<file path="config.mk">
export PLATFORM = sky130hd
export DESIGN_NAME = hazard_ctrl
export DESIGN_NICKNAME = d
export VERILOG_FILES = /design/src/rtl/hazard_ctrl_pkg.sv /design/src/rtl/hazard_ctrl_dest_decode.sv /design/src/rtl/hazard_ctrl.sv
export SDC_FILE = /design/constraint.sdc
export NUM_CORES = 1
export LEC_CHECK = 0
export CAP_MARGIN = 10
export CORE_AREA = 4 4 98 100
export DETAILED_ROUTE_END_ITERATION = 8
export DIE_AREA = 0 0 102 104
export GPL_ROUTABILITY_DRIVEN = 0
export PLACE_DENSITY = 0.92
export REMOVE_ABC_BUFFERS = 1
export SLEW_MARGIN = 20
export SYNTH_ARGS = -nofsm -noshare
export SYNTH_HDL_FRONTEND = slang
export SYNTH_SLANG_ARGS = --single-unit
</file>
<file path="constraint.sdc">
create_clock -name clk -period 8.4 [get_ports clk]
set_input_delay 0.84 -clock clk [delete_from_list [all_inputs] [get_ports clk]]
set_output_delay 0.84 -clock clk [all_outputs]
set_load 0.1 [all_outputs]
</file>
<file path="src/rtl/hazard_ctrl_pkg.sv">
// Shared MIPS decode constants and helpers for the ID-stage hazard controller
// and the forwarding unit.
package hazard_ctrl_pkg;

  localparam logic [5:0] OP_RTYPE = 6'b000000;
  localparam logic [5:0] OP_BEQ   = 6'b000100;
  localparam logic [5:0] OP_BNE   = 6'b000101;
  localparam logic [5:0] OP_J     = 6'b000010;
  localparam logic [5:0] OP_LW    = 6'b100011;
  localparam logic [5:0] OP_SW    = 6'b101011;

  localparam int OP_MSB = 31;
  localparam int OP_LSB = 26;
  localparam int RS_MSB = 25;
  localparam int RS_LSB = 21;
  localparam int RT_MSB = 20;
  localparam int RT_LSB = 16;
  localparam int RD_MSB = 15;
  localparam int RD_LSB = 11;

  typedef enum logic {
    ST_RUN,
    ST_HOLD
  } state_t;

  // $0 is hard-wired, so a write to it can never create a dependency.
  function automatic logic src_match(input logic [4:0] dest,
                                     input logic [4:0] rs,
                                     input logic [4:0] rt,
                                     input logic       uses_rt);
    return (dest != 5'd0) && ((dest == rs) || (uses_rt && (dest == rt)));
  endfunction

endpackage

</file>
<file path="src/rtl/hazard_ctrl_dest_decode.sv">
// Destination register of an in-flight instruction: rd for R-type, rt otherwise.
module dest_decode
  import hazard_ctrl_pkg::*;
(
  input  logic [31:0] instru,
  output logic [4:0]  dest
);

  logic unused_bits;

  assign dest = (instru[OP_MSB:OP_LSB] == OP_RTYPE) ? instru[RD_MSB:RD_LSB]
                                                    : instru[RT_MSB:RT_LSB];

  assign unused_bits = ^{instru[RS_MSB:RS_LSB], instru[RD_LSB-1:0]};

endmodule

</file>
<file path="src/rtl/hazard_ctrl.sv">
// ID-stage hazard detection: load-use and branch-operand stalls, branch/jump
// flushes, a two-state stall FSM and stall/flush event counters.
module hazard_ctrl
  import hazard_ctrl_pkg::*;
#(
  parameter int CNT_W = 32
) (
  input  logic             clk,
  input  logic             reset,
  input  logic [31:0]      id_instru,
  input  logic [31:0]      ex_instru,
  input  logic [31:0]      ex_mem_instru,
  input  logic             c_ex_MemRead,
  input  logic             c_ex_RegWrite,
  input  logic             c_ex_mem_MemRead,
  input  logic             c_ex_mem_RegWrite,
  input  logic             c_id_branch_taken,
  output logic             c_pc_write,
  output logic             c_if_id_write,
  output logic             c_id_ex_bubble,
  output logic             c_if_id_flush,
  output logic [CNT_W-1:0] stall_cycles,
  output logic [CNT_W-1:0] flush_events
);

  state_t           state_q;
  logic [1:0]       remain_q;
  logic [CNT_W-1:0] stall_cycles_q;
  logic [CNT_W-1:0] flush_events_q;

  logic [4:0] ex_dest, ex_mem_dest;
  logic [5:0] id_op;
  logic [4:0] id_rs, id_rt;
  logic       uses_rt, is_branch, is_jump;
  logic       ex_hit, ex_mem_hit;
  logic [1:0] need;
  logic       stall, flush;
  logic       unused_sigs;

  dest_decode u_ex_dest (
    .instru (ex_instru),
    .dest   (ex_dest)
  );

  dest_decode u_ex_mem_dest (
    .instru (ex_mem_instru),
    .dest   (ex_mem_dest)
  );

  assign id_op     = id_instru[OP_MSB:OP_LSB];
  assign id_rs     = id_instru[RS_MSB:RS_LSB];
  assign id_rt     = id_instru[RT_MSB:RT_LSB];
  assign uses_rt   = id_op inside {OP_RTYPE, OP_BEQ, OP_BNE, OP_SW};
  assign is_branch = (id_op == OP_BEQ) || (id_op == OP_BNE);
  assign is_jump   = (id_op == OP_J);

  assign ex_hit     = src_match(ex_dest, id_rs, id_rt, uses_rt);
  assign ex_mem_hit = src_match(ex_mem_dest, id_rs, id_rt, uses_rt);

  // Later rules only ever raise the count, so the result is the maximum.
  always_comb begin
    // NOTE: default assigned first so every path drives need and no latch is inferred.
    need = 2'd0;
    if (is_branch && c_ex_mem_MemRead && ex_mem_hit) need = 2'd1;
    if (c_ex_MemRead && ex_hit)                      need = 2'd1;
    if (is_branch && c_ex_RegWrite && ex_hit)        need = c_ex_MemRead ? 2'd2 : 2'd1;
  end

  // Branch outcome is not trusted while stalled: its operands are still in flight.
  assign stall = !reset && ((state_q == ST_HOLD) || (need != 2'd0));
  assign flush = !reset && (state_q == ST_RUN) && (need == 2'd0)
               && ((is_branch && c_id_branch_taken) || is_jump);

  assign c_pc_write     = !stall;
  assign c_if_id_write  = !stall;
  assign c_id_ex_bubble = stall;
  assign c_if_id_flush  = flush;
  assign stall_cycles   = stall_cycles_q;
  assign flush_events   = flush_events_q;

  always_ff @(posedge clk or posedge reset) begin
    if (reset) begin
      state_q        <= ST_RUN;
      remain_q       <= 2'd0;
      stall_cycles_q <= '0;
      flush_events_q <= '0;
    end else begin
      // NOTE: non-blocking assignments so every register samples pre-edge values.
      if (stall) stall_cycles_q <= stall_cycles_q + CNT_W'(1);
      if (flush) flush_events_q <= flush_events_q + CNT_W'(1);
      unique case (state_q)
        ST_RUN: begin
          if (need == 2'd2) begin
            state_q  <= ST_HOLD;
            remain_q <= need - 2'd1;
          end
        end
        ST_HOLD: begin
          if (remain_q <= 2'd1) begin
            state_q  <= ST_RUN;
            remain_q <= 2'd0;
          end else begin
            remain_q <= remain_q - 2'd1;
          end
        end
        default: state_q <= ST_RUN;
      endcase
    end
  end

  assign unused_sigs = ^{id_instru[RD_MSB:0], c_ex_mem_RegWrite};

endmodule

</file>
==> results by group <==
Status
  • Outcome: complete, no violations

Critical path
  • R2R Setup Slk: about 6.0 ns
  • Worst R2R End: flush_events[31]
  • Crit-path max cell delay: 1.21 ns
  • Number of cells on the worst reg-to-reg path: 7
  • CP cell instances: clkdlybuf4s50_1 > nor4_1 > nand2_1 > a311o_1 > a2111oi_0 > a41oi_1 > a21oi_1 > inv_1 > ha_1 > nand2b_1 > and2_1 > clkdlybuf4s50_1
  • Crit path top cell by count: clkdlybuf4s50_1
  • Critical path data arrival time: 5.48 ns
  • Crit-path slowest cell: clkdlybuf4s50_1
  • Nature of the critical path startpoint: input port
  • Kind of critical path: in -> out
  • Crit Path Max Fanout: 11
  • Critical Path RT: around 7.6 ns
  • Delay-heaviest family, CP: buffers and inverters
  • WP buf/inv: 3
  • Setup crit end kind: primary output
  • R2R Path Start: state_q

Hold path
  • WHS Endpoint: flush_events[31]
  • Worst hold-check path type: reg -> reg
  • Hold Path Origin: flush_events[31]
  • Hold path depth: 1

Die
  • Core area: a little under 9000 sq um
  • Die footprint: ~11000 sq um
  • Initial Utilization: 0.457
  • Rows: 34
  • # IOs: between 150 and 200
  • Die X: around 100 um
  • Die Y: 104 um

Power and ir drop
  • Leak: 2.30 nW
  • Pwr dens: approximately 140 nW/um^2
  • Peak VDD IR: between 0.00007 and 0.00008 V

Routing
  • Post-Route WL: 10400 um
  • Routed Antenna Nets: 0
  • Vias per std cell: between 5 and 6
  • Via count: between 3000 and 4000
  • Iter 0 DRT Violations: approximately 230
  • DRT Pass-1 Iters: 5
  • Post-route DRC: 0
  • Routed length per instance: 15.9 um

Synthesis
  • Cells after Synth: 416
  • Avg Cell Area, Syn: around 9.5 sq um
  • Top_reg_cell synth: dfrtp_1
  • Synth warnings: 0
  • Synth area leader: dfrtp_1
  • Post-synthesis sequential area ratio: 0.423
  • Post-synth cell types: 51
  • Register bit count reported by yosys: 67
  • EDFF count, synth: 0
  • Synth top area share: 0.423
  • Largest cells by area after synthesis: dfrtp_1, xnor2_1, xor2_1
  • Netlist Area Pre-Place: 3960 sq um
  • Post-synthesis async set-or-reset flop share: 1.00

Layout
  • Share of cells above drive strength 1: 0.0547
  • Most common cell after layout, fill and taps aside: clkdlybuf4s50_1
  • Most used cells in the layout excluding fill and tap cells: clkdlybuf4s50_1, dfrtp_1, xnor2_1
  • Fillers: between 600 and 700
  • Synth-to-layout area growth: 37.6%
  • # diodes: 0
  • Layout Utilization: 0.628
  • Nets@finish: 650

STA
  • Slew margin rel.: 0.321
  • RSZ-0062 raised after global routing: no
  • Crit share post-route: 0.753
  • Worst-Margin Slew: about 1.0 ns
  • Final Skew: 0.00879 ns
  • Crit path time final: 6.32 ns
  • Setup total negative slack: 0 ns
  • Post-Route Hold Slack: 0.470 ns
  • Slew Limit Fails: 0
  • Fmax: 158 MHz
  • Final Worst Setup Slack: roughly 2.1 ns
  • Setup violators final: 0
  • Final hold violation count: 0

Placed design
  • PortBufs: 121
  • Setup WS pre-CTS: approximately 2.2 ns
  • DP Wirelength: ~8000 um

Clock tree
  • Largest buffer count on any clock path: 2
  • Clock Latency Late Sink: about 0.34 ns
  • Clk root buf: clkbuf_8
  • Hold_buf cts: 0
  • Post CTS Setup Buffer Count: 0
  • TritonCTS Sinks: 67
  • CTS tree: done
  • Num CTS Buffers: 9
  • Post-cts resize count: 0
  • Reg clk slew, reported paths: ~0.07 ns
  • H-tree levels: 3

GRT
  • Vias in the first global route: approximately 3600
  • GR Util All Layers: 0.196
  • Largest net degree at the start of global routing: 69
  • First-pass GRT wire length: around 17000 um
  • Remaining Overflow, GRT: 0
  • Initial antenna violation count: 0

Run
  • MaxCap Viol Count: 0
[worst max path at each step]
stage / end / depth (start not counted) / from / slack [ns]
CTS: c_id_ex_bubble / 12 / ex_instru[29] / 2.21
global placement: c_id_ex_bubble / 12 / ex_instru[29] / 2.28
global route: c_id_ex_bubble / 12 / ex_mem_instru[27] / 1.65
detailed placement: c_id_ex_bubble / 12 / ex_instru[29] / 2.22
floorplan: flush_events[31] / 14 / ex_instru[27] / 1.08
finish: c_id_ex_bubble / 12 / ex_mem_instru[27] / 2.08
[final cells by class]
cell class	count	area (sq um)	area share
clock buffers	12	145	0.0266
repair buffers	123	1230	0.225
well taps	108	135	0.0248
clock inverters	4	26.3	0.00482
multi-input cells	328	2190	0.402
flip-flops and latches	67	1680	0.307
inverters	14	52.6	0.00964
[sequential cells by signal, indices dropped and copies added (netlist names)]
name / flops
remain_q: 2
stall_cycles: 32
flush_events: 32
state_q: 1
[where the power goes]
part           total [W]  internal (W)  leakage, nW  switching, W
registers       0.000343      0.000332        0.915     0.0000106
clock network   0.000234      0.000115       0.0863      0.000119
logic           0.000181     0.0000607         1.30      0.000120
total           0.000758      0.000508         2.30      0.000250
[stage by stage]
step,power [W],instances,area (sq um)
3_3_place_gp,0.000524,640,5280
2_1_floorplan,0.000460,409,3920
5_1_grt,0.000792,656,5450
6_report,0.000758,656,5450
3_5_place_dp,0.000530,640,5280
4_1_cts,0.000766,656,5450
[routing by layer]
metal / GRT usage / up-vias / part of all wire / wire, um
li1: - / 1754 / - / -
met1: 0.250 / 1755 / 0.41 / 4270
met2: 0.336 / 181 / 0.50 / 5200
met3: 0.0355 / 15 / 0.080 / 839
met4: 0.0525 / 0 / 0.012 / 125
met5: 0 / - / 0 / 0
[worst reg2reg max path, stage by stage (launching register included)]
cell and delay [ns]:
dfrtp_1 0.42, nand2b_1 0.19, a211oi_1 0.22, buf_4 0.21, nand4_1 0.27, nor4_1 0.65
nand3_1 0.20, xnor2_1 0.16
[Yosys cell counts, drive strengths merged (2+ instances only)]
cell type / n
nand4: 13
ha: 4
a311o: 2
buf: 4
and2: 6
mux2: 2
dfrtp: 67
xnor2: 44
nand4b: 2
nand2b: 22
o211ai: 2
a21oi: 5
nand2: 33
and3: 15
o21ai: 10
a211oi: 9
nor2b: 3
nand3: 35
or4: 8
a22oi: 5
a31oi: 2
o22ai: 3
a211o: 2
or2: 5
nor3: 10
inv: 14
and4: 6
nor4: 11
xor2: 28
nor2: 25
o2111ai: 3
clkbuf: 3
[cell families (layout without fill, tap and decap cells)]
logic type / after synthesis / count (layout) / synth area share
buf+inv: 21 / 153 / 0.0240
compound gates: 49 / 49 / 0.0881
xor+xnor: 72 / 72 / 0.159
mux: 3 / 3 / 0.00821
fa+ha+maj: 4 / 4 / 0.0126
simple gates: 200 / 200 / 0.285
flops: 67 / 67 / 0.423
Note: power is estimated with default switching activity, not from simulation.
